**config.mk**
```make
export PLATFORM = sky130hd
export DESIGN_NAME = sd_clk_div_gen
export DESIGN_NICKNAME = d
export VERILOG_FILES = /design/src/rtl/sdhci_clk_pkg.sv /design/src/rtl/sd_clk_div_gen.sv
export SDC_FILE = /design/constraint.sdc
export NUM_CORES = 1
export LEC_CHECK = 0
export ABC_AREA = 0
export CAP_MARGIN = 20
export CORE_ASPECT_RATIO = 0.9
export CORE_MARGIN = 4
export CORE_UTILIZATION = 55
export CTS_CLUSTER_DIAMETER = 50
export DETAILED_ROUTE_END_ITERATION = 10
export PLACE_DENSITY = 0.85
export SLEW_MARGIN = 5
export SYNTH_ARGS = -nofsm -noshare
export SYNTH_HDL_FRONTEND = slang
export SYNTH_SLANG_ARGS = --single-unit
```
**constraint.sdc**
```tcl
create_clock -name clk_i -period 4 [get_ports clk_i]
set_input_delay 0.4 -clock clk_i [delete_from_list [all_inputs] [get_ports clk_i]]
set_output_delay 0.4 -clock clk_i [all_outputs]
set_load 0.05 [all_outputs]
```
**src/rtl/sdhci_clk_pkg.sv**
```systemverilog
// Shared types for the SD card clock divider/generator.
package sdhci_clk_pkg;

    typedef enum logic [1:0] {
        ST_IDLE   = 2'd0,
        ST_RUN    = 2'd1,
        ST_HOLD   = 2'd2,
        ST_SETTLE = 2'd3
    } sd_clk_state_e;

endpackage : sdhci_clk_pkg

```
**src/rtl/sd_clk_div_gen.sv**
```systemverilog
// SD card clock generator: programmable half-period divider with glitch-free
// enable/pause gating and Internal Clock Stable reporting after divider loads.
module sd_clk_div_gen
    import sdhci_clk_pkg::*;
#(
    parameter int unsigned DivWidth     = 10,
    parameter int unsigned StableCycles = 4
) (
    input  logic                clk_i,
    input  logic                rst_ni,
    input  logic                sd_clk_en_i,
    input  logic                pause_i,
    input  logic [DivWidth-1:0] div_sel_i,
    output logic                sd_clk_o,
    output logic                sd_clk_rise_o,
    output logic                sd_clk_fall_o,
    output logic                clk_stable_de_o,
    output logic                clk_stable_d_o,
    output logic                clk_active_o
);

    localparam int unsigned SettleW = 8;
    localparam logic [SettleW-1:0] SettleLast = SettleW'(StableCycles - 1);

    sd_clk_state_e         state_q, state_d;
    logic [DivWidth-1:0]   div_q, div_d;
    logic [DivWidth-1:0]   cnt_q, cnt_d;
    logic [SettleW-1:0]    settle_q, settle_d;
    logic                  pend_q, pend_d;
    logic                  active_q, active_d;
    logic                  sd_clk_q, sd_clk_d;
    logic                  rise_q, rise_d;
    logic                  fall_q, fall_d;
    logic                  stb_de_q, stb_de_d;
    logic                  stb_val_q, stb_val_d;

    logic [DivWidth-1:0]   half_m1;
    logic                  phase_end;
    logic                  mismatch;
    logic                  need_load;
    logic                  load_ok;

    // Divider value 0 behaves as 1; phase_end also serves as the low-time guard in IDLE.
    assign half_m1   = (div_q == '0) ? '0 : div_q - DivWidth'(1);
    assign phase_end = (cnt_q >= half_m1);
    assign mismatch  = (div_sel_i != div_q);
    assign need_load = mismatch || pend_q;
    assign load_ok   = (state_q != ST_RUN) || !sd_clk_q;

    always_comb begin
        state_d   = state_q;
        div_d     = div_q;
        cnt_d     = cnt_q;
        settle_d  = settle_q;
        pend_d    = pend_q;
        sd_clk_d  = sd_clk_q;
        rise_d    = 1'b0;
        fall_d    = 1'b0;
        stb_de_d  = 1'b0;
        stb_val_d = 1'b0;

        // A new divider is reported unstable once, when first seen.
        if (mismatch && !pend_q) begin
            stb_de_d = 1'b1;
        end

        if (need_load && load_ok) begin
            state_d  = ST_SETTLE;
            div_d    = div_sel_i;
            cnt_d    = '0;
            pend_d   = 1'b0;
            sd_clk_d = 1'b0;
            // Coming out of RUN the clock has already been low for one cycle.
            settle_d = (state_q == ST_RUN) ? SettleW'(1) : '0;
        end else begin
            if (need_load) begin
                pend_d = 1'b1;
            end
            case (state_q)
                ST_IDLE: begin
                    if (sd_clk_en_i && !pause_i && phase_end) begin
                        state_d  = ST_RUN;
                        sd_clk_d = 1'b1;
                        rise_d   = 1'b1;
                        cnt_d    = '0;
                    end else if (!phase_end) begin
                        cnt_d = cnt_q + DivWidth'(1);
                    end
                end
                ST_RUN: begin
                    // Gating only ever happens with the clock already low.
                    if (!sd_clk_q && !sd_clk_en_i) begin
                        state_d = ST_IDLE;
                        cnt_d   = '0;
                    end else if (!sd_clk_q && pause_i) begin
                        state_d = ST_HOLD;
                        cnt_d   = '0;
                    end else if (phase_end) begin
                        sd_clk_d = !sd_clk_q;
                        rise_d   = !sd_clk_q;
                        fall_d   = sd_clk_q;
                        cnt_d    = '0;
                    end else begin
                        cnt_d = cnt_q + DivWidth'(1);
                    end
                end
                ST_HOLD: begin
                    if (!sd_clk_en_i) begin
                        state_d = ST_IDLE;
                        cnt_d   = '0;
                    end else if (!pause_i) begin
                        state_d = ST_RUN;
                        cnt_d   = '0;
                    end
                end
                ST_SETTLE: begin
                    if (settle_q >= SettleLast) begin
                        stb_de_d  = 1'b1;
                        stb_val_d = 1'b1;
                        cnt_d     = '0;
                        if (sd_clk_en_i && !pause_i) begin
                            state_d  = ST_RUN;
                            sd_clk_d = 1'b1;
                            rise_d   = 1'b1;
                        end else if (!sd_clk_en_i) begin
                            state_d = ST_IDLE;
                        end else begin
                            state_d = ST_HOLD;
                        end
                    end else begin
                        settle_d = settle_q + SettleW'(1);
                    end
                end
                default: begin
                    state_d  = ST_IDLE;
                    sd_clk_d = 1'b0;
                    cnt_d    = '0;
                end
            endcase
        end

        active_d = (state_d == ST_RUN);
    end

    // State and counters.
    always_ff @(posedge clk_i or negedge rst_ni) begin
        if (!rst_ni) begin
            state_q  <= ST_SETTLE;
            cnt_q    <= '0;
            settle_q <= '0;
            pend_q   <= 1'b0;
            active_q <= 1'b0;
        end else begin
            state_q  <= state_d;
            cnt_q    <= cnt_d;
            settle_q <= settle_d;
            pend_q   <= pend_d;
            active_q <= active_d;
        end
    end

    // Active divider value.
    always_ff @(posedge clk_i or negedge rst_ni) begin
        if (!rst_ni) begin
            div_q <= '0;
        end else begin
            div_q <= div_d;
        end
    end

    // SD clock and edge strobes.
    always_ff @(posedge clk_i or negedge rst_ni) begin
        if (!rst_ni) begin
            sd_clk_q <= 1'b0;
            rise_q   <= 1'b0;
            fall_q   <= 1'b0;
        end else begin
            sd_clk_q <= sd_clk_d;
            rise_q   <= rise_d;
            fall_q   <= fall_d;
        end
    end

    // Internal Clock Stable register-write pair.
    always_ff @(posedge clk_i or negedge rst_ni) begin
        if (!rst_ni) begin
            stb_de_q  <= 1'b0;
            stb_val_q <= 1'b0;
        end else begin
            stb_de_q  <= stb_de_d;
            stb_val_q <= stb_val_d;
        end
    end

    assign sd_clk_o        = sd_clk_q;
    assign sd_clk_rise_o   = rise_q;
    assign sd_clk_fall_o   = fall_q;
    assign clk_stable_de_o = stb_de_q;
    assign clk_stable_d_o  = stb_val_q;
    assign clk_active_o    = active_q;

endmodule : sd_clk_div_gen

```
; After elaboration in Yosys (flattened, before gate mapping)
; Index checks and enable logic that the tools add are counted.
[op_classes]
order_cmp = 2
n_mux = 55
addsub = 3
eq_ne = 15
reduce_logical = 20
[ops]
columns = cell, count
row1 = $mux W10, 10
row2 = $pmux W10 S4, 1
row3 = $mux W1, 29
row4 = $mux W8, 3
row5 = $mux W2, 9
row6 = $ne A3 B3 Y1 const B, 6
row7 = $add A10 B1 Y10 const B, 1
row8 = $ge A10 B10 Y1, 1
row9 = $logic_not A10 Y1, 1
row10 = $ne A10 B10 Y1, 1
row11 = $sub A10 B1 Y10 const B, 1
row12 = $add A8 B1 Y8 const B, 1
row13 = $ge A8 B2 Y1 const B, 1
row14 = $ne A4 B4 Y1 const B, 2
row15 = $pmux W2 S4, 1
row16 = $reduce_and A7 Y1, 1
row17 = $logic_and A1 B1 Y1, 6
row18 = $pmux W1 S3, 2
row19 = $eq A2 B1 Y1 const B, 2
row20 = $eq A2 B2 Y1 const B, 2
row21 = $logic_not A1 Y1, 4
row22 = $reduce_bool A2 Y1, 2
row23 = $reduce_bool A4 Y1, 1
row24 = $reduce_and A3 Y1, 1
row25 = 5 further kinds, 6
[totals]
input_bits = 14
ff_bits = 37
wordCells = 106

; Longest topological paths before layout
[logic_depth]
depth_word = 8
mapped_depth = 14
depth_no_buf = 13

; Worst setup path after synthesis
; Ideal clock, no wire load.
[synth_timing]
path_kind = register -> register
start = reg div_q[2]
end = reg cnt_q[3]
path_slack_ns = 0.960
stages_incl_launch_ff = 15
arrival_time_ns = 2.911
required_time_ns = 3.871
cell_sequence = dfrtp_1 -> buf_6 -> nor3_1 -> nand2_1 -> or4_2 -> nor3_1 -> a21oi_1 -> ha_1 -> nand2_1 -> o21a_1 -> or2_2 -> o311a_2 -> buf_4 -> a21oi_1 -> o32ai_1
[synth_between]
elab_chain_len = 8
elab_cells_between_ends = 18
[synth_lines]
columns = element, line
row1 = from (decl), sd_clk_div_gen.sv:26  ; logic [DivWidth-1:0] div_q, div_d;
row2 = from (signal assigned), sd_clk_div_gen.sv:167  ; div_q <= div_d;
row3 = $sub A10 B1 Y10 / $logic_not A10 Y1 (equally long branches), sd_clk_div_gen.sv:44  ; assign half_m1 = (div_q == '0) ? '0 : div_q - DivWidth'(1);
row4 = $mux W10, sd_clk_div_gen.sv:44
row5 = $ge A10 B10 Y1, sd_clk_div_gen.sv:45  ; assign phase_end = (cnt_q >= half_m1);
row6 = $mux W10, sd_clk_div_gen.sv:98  ; end else if (phase_end) begin
row7 = $mux W10, sd_clk_div_gen.sv:95  ; end else if (!sd_clk_q && pause_i) begin
row8 = $mux W10, sd_clk_div_gen.sv:92  ; if (!sd_clk_q && !sd_clk_en_i) begin
row9 = $pmux W10 S4, sd_clk_div_gen.sv:79  ; case (state_q)
row10 = $mux W10, sd_clk_div_gen.sv:67  ; if (need_load && load_ok) begin
row11 = to (signal assigned), sd_clk_div_gen.sv:155  ; cnt_q <= cnt_d;
row12 = to (decl), sd_clk_div_gen.sv:27  ; logic [DivWidth-1:0] cnt_q, cnt_d;
; Several ways; a longest one is shown, not always the timed one.
; A chain may end at the register's enable or synchronous reset.

; Final worst setup path
[layout_timing]
start = reg div_q[3]
end = reg cnt_q[5]
; Same word-level chain as after synthesis.

==> summary.md <==
| Metric | Value |
|---|---|
| Status | `finished clean` |
| Synthesis-stage register bit count | `37` |
| R2r setup slk | `0.65 ns` |
| P_sw | `179 µW` |
| Layout Nets | `about 320` |
| VDD IR max | `~0.27 mV` |
| Core footprint | `between 0.004 and 0.005 mm²` |
| CP Cell Sequence | `nor3_1 -> nand2_1 -> or4_2 -> nor3_1 -> a21oi_1 -> ha_1 -> nand4_1 -> o31ai_2 -> nand2_1 -> a31oi_1` |
| DRC violation count after routing | `0` |
| Comb pwr share | `0.090` |
| Placed Area | `around 0.0026 mm²` |
| Cell internal pwr | `approximately 570 µW` |
| Worst path max stage delay | `0.73 ns` |
| Synth Cell Area | `0.00243 mm²` |
| Hold_buf cts | `0` |
| Final worst slack | `around 0.65 ns` |
| Seq/Total Area, Yosys | `0.382` |
| Leakage | `1.24 nW` |
| Clock-pin slew on the worst setup and hold paths | `~0.07 ns` |
| Distinct cells, synth | `53` |
| Clock Skews | `0.00646 ns` |
| CP Class | `flip-flop to flip-flop` |
| Max-slew headroom | `0.458` |
| Via count | `2,009` |
| Gr ovfl total | `0` |
| Critical Path RT | `around 4.2 ns` |
| Ys async rst share | `1.00` |
| Area Growth Syn to Fin | `13.4%` |
| Number of global-route vias before repair | `about 1,800` |
| Total Routing Usage GR | `0.199` |
| Critical Path End Type | `flip-flop` |
| First-pass GRT wire length | `between 8000 and 9000 µm` |
| Overall die width | `78.1 µm` |
| Design Area, Final | `~0.0028 mm²` |
| Family with the most delay on the worst path | `simple AND/OR/NAND/NOR gates` |
| Post-Syn Instances | `268` |
| CP startpoint kind | `flip-flop` |
| Starting density of the core | `0.581` |
| Routability Congestion | `about 0.9` |
| Post-CTS Repair Setup Buffers | `0` |
| First DRT Iteration DRCs | `roughly 200` |
| Post-DR vias/cell | `approximately 5.7` |
| Top post-synthesis cells by area | `dfrtp_1, ha_1, nand2_1` |
| Setup TNS | `0 ns` |
| Reg area | `a little over 900 µm²` |
| # H-tree levels | `2` |
| Top cell type's share of synthesized area | `0.360` |
| ANT cells | `0` |
| Setup WS pre-CTS | `0.626 ns` |
| Final setup violation count | `0` |
| Routed Antenna Nets | `0` |
| Final period util | `0.838` |
| Clk network pwr share | `0.389` |
| CTS buffer count | `5` |
| Worst path bufs/invs | `0` |
| Buffers on Ports | `19` |
| Drt total wl | `5240 µm` |
| Crit path time final | `3.35 ns` |
| DPL Wire Length | `around 3800 µm` |
| Layout cell share with drive strength beyond 1 | `0.117` |
| Final hold viol count | `0` |
| RSZ-0062 raised after global routing | `false` |
| Origin of the critical flop-to-flop path | `div_q[3]` |
| Reg2Reg Depth | `10` |
| Largest net degree at the start of global routing | `38` |
| Post-synth net total | `approximately 300` |
| Num rows | `22` |
| WL/cell | `between 10 and 15 µm` |
| Critical Path AT | `about 3.6 ns` |
| Maximum fanout along the worst path | `10` |
| Die Span Y | `around 71 µm` |
| Multi-input logic area | `~0.0014 mm²` |
| Pins over their slew limit | `0` |
| Number of synthesized flops with an enable pin | `0` |
| Max-cap viol count | `0` |
| Sinks on Clock Net | `37` |
| PwrDens | `approximately 270 mW/mm²` |
| Reg2reg end | `cnt_q[5]` |
| Antenna violations before repair | `0` |
| Clk Latency, worst-skew pair | `around 0.3 ns` |
| Reg power frac | `0.520` |
| Clk root buf | `clkbuf_8` |
| CTS tree | `done` |
| Synth warnings | `0` |
| Worst path slowest cell | `o31ai_2` |
| Slew @ Worst Pin | `just over 0.8 ns` |
| Pre-antenna DRT Iters | `4` |
| Crit path launch | `div_q[3]` |
| Hold Crit Class | `primary input to asynchronous set/reset pin` |
| Synth area leader | `dfrtp_1` |
| Die area | `~0.0056 mm²` |
| Sw Ratio | `0.240` |
| IO Pins | `20` |
| Fillers | `around 330` |
| WHS | `around 0.19 ns` |
| Cts repair resizes | `0` |
| Max Buffers Root-to-Sink | `2` |
| Post-synth top flop | `dfrtp_1` |
| Max Freq | `approximately 300 MHz` |
| Syn_area_per_cell | `between 9 and 10 µm²` |
-- placed cells by master (no fill, tap or decap), types with 3 or more instances in the layout --
| master | n |
|---|---|
| nor3_1 | 4 |
| nand4_1 | 3 |
| clkdlybuf4s50_1 | 18 |
| xor2_1 | 5 |
| xnor2_1 | 10 |
| o32ai_1 | 4 |
| nand3_1 | 14 |
| ha_1 | 19 |
| nor2_1 | 16 |
| clkbuf_8 | 7 |
| a31oi_1 | 6 |
| inv_1 | 8 |
| nand2_1 | 60 |
| o21a_1 | 3 |
| a21oi_1 | 14 |
| o21ai_0 | 6 |
| nand2b_1 | 5 |
| dfrtp_1 | 35 |
| and2_2 | 6 |
-- sequential cells by signal, indices dropped and copies added (netlist names) --
name,count
clk_active_o,1
cnt_q,10
settle_q,8
sd_clk_rise_o,1
clk_stable_de_o,1
pend_q,1
sd_clk_fall_o,1
div_q,10
clk_stable_d_o,1
state_q,2
sd_clk_o,1
-- through the flow --
| stage | std cells | utilization | total power [mW] |
|---|---|---|---|
| floorplan | 268 | - | 0.432 |
| global placement | 341 | 0.631 | 0.461 |
| detailed placement | 341 | 0.631 | 0.463 |
| CTS | 349 | 0.656 | 0.754 |
| global route | 350 | 0.659 | 0.777 |
| finish | 350 | 0.659 | 0.746 |
-- kinds of logic (layout without fill, tap and decap cells) --
logic type	Yosys count	after routing	share of synthesized area
adders and majority gates	19	19	0.0977
AOI/OAI and AO/OA	53	53	0.159
DFF	37	37	0.382
xor gates and xnor gates	16	16	0.0607
buffers and inverters	15	37	0.0365
muxes	2	2	0.00823
and+or+nand+nor	126	126	0.256
-- synthesized netlist by cell type, types with 2 or more instances --
cell       instances
a2111oi_2          2
a211o_1            2
a21oi_1           14
a31oi_1            6
and2_2             6
and3_1             2
buf_4              2
clkbuf_1           2
dfrtp_1           35
dfstp_2            2
ha_1              19
inv_1              8
mux2i_1            2
nand2_1           60
nand2b_1           5
nand3_1           14
nand3b_1           2
nand4_1            3
nand4b_1           2
nor2_1            16
nor2b_1            2
nor3_1             4
nor4_1             2
o211ai_1           2
o21a_1             3
o21a_2             2
o21ai_0            6
o2bb2ai_1          2
o32ai_1            4
xnor2_1           10
xor2_1             5
-- metal layers --
layer	wire length [µm]	vias up	GRT usage	share of wire
met3	226	7	0.0394	0.043
met5	0	-	0	0
met4	77	0	0.0699	0.015
li1	-	995	-	-
met2	2460	47	0.306	0.47
met1	2470	960	0.281	0.47
-- power groups by stage --
stage	logic, mW	registers [mW]	clock network, mW
floorplan	0.0406	0.392	0
global placement	0.0655	0.395	0
detailed placement	0.0679	0.395	0
CTS	0.0685	0.388	0.297
global route	0.0761	0.389	0.311
finish	0.0674	0.388	0.291
-- worst max-delay path by stage --
stage	endpoint	slack, ns	cells past startpoint
global route	cnt_q[7]	0.36	12
global placement	cnt_q[7]	0.80	12
CTS	cnt_q[5]	0.63	10
floorplan	cnt_q[3]	0.96	14
finish	cnt_q[5]	0.65	10
detailed placement	cnt_q[9]	0.63	10
-- worst register-to-register path: stages (launching register included) --
cell and delay (ns):
dfrtp_1 0.44, nor3_1 0.32, nand2_1 0.16, or4_2 0.57, nor3_1 0.18, a21oi_1 0.06, ha_1 0.29, nand4_1 0.22
o31ai_2 0.73, nand2_1 0.13, a31oi_1 0.18
-- final cells by class --
cell class                      instances  area share
Clock buffer                            7      0.0349
Clock inverter                          1     0.00181
Inverter                                8      0.0109
Multi-Input combinational cell        216       0.513
Sequential cell                        37       0.337
Tap cell                               60      0.0272
Timing Repair Buffer                   21      0.0753
(Power assumes the default switching activity.)
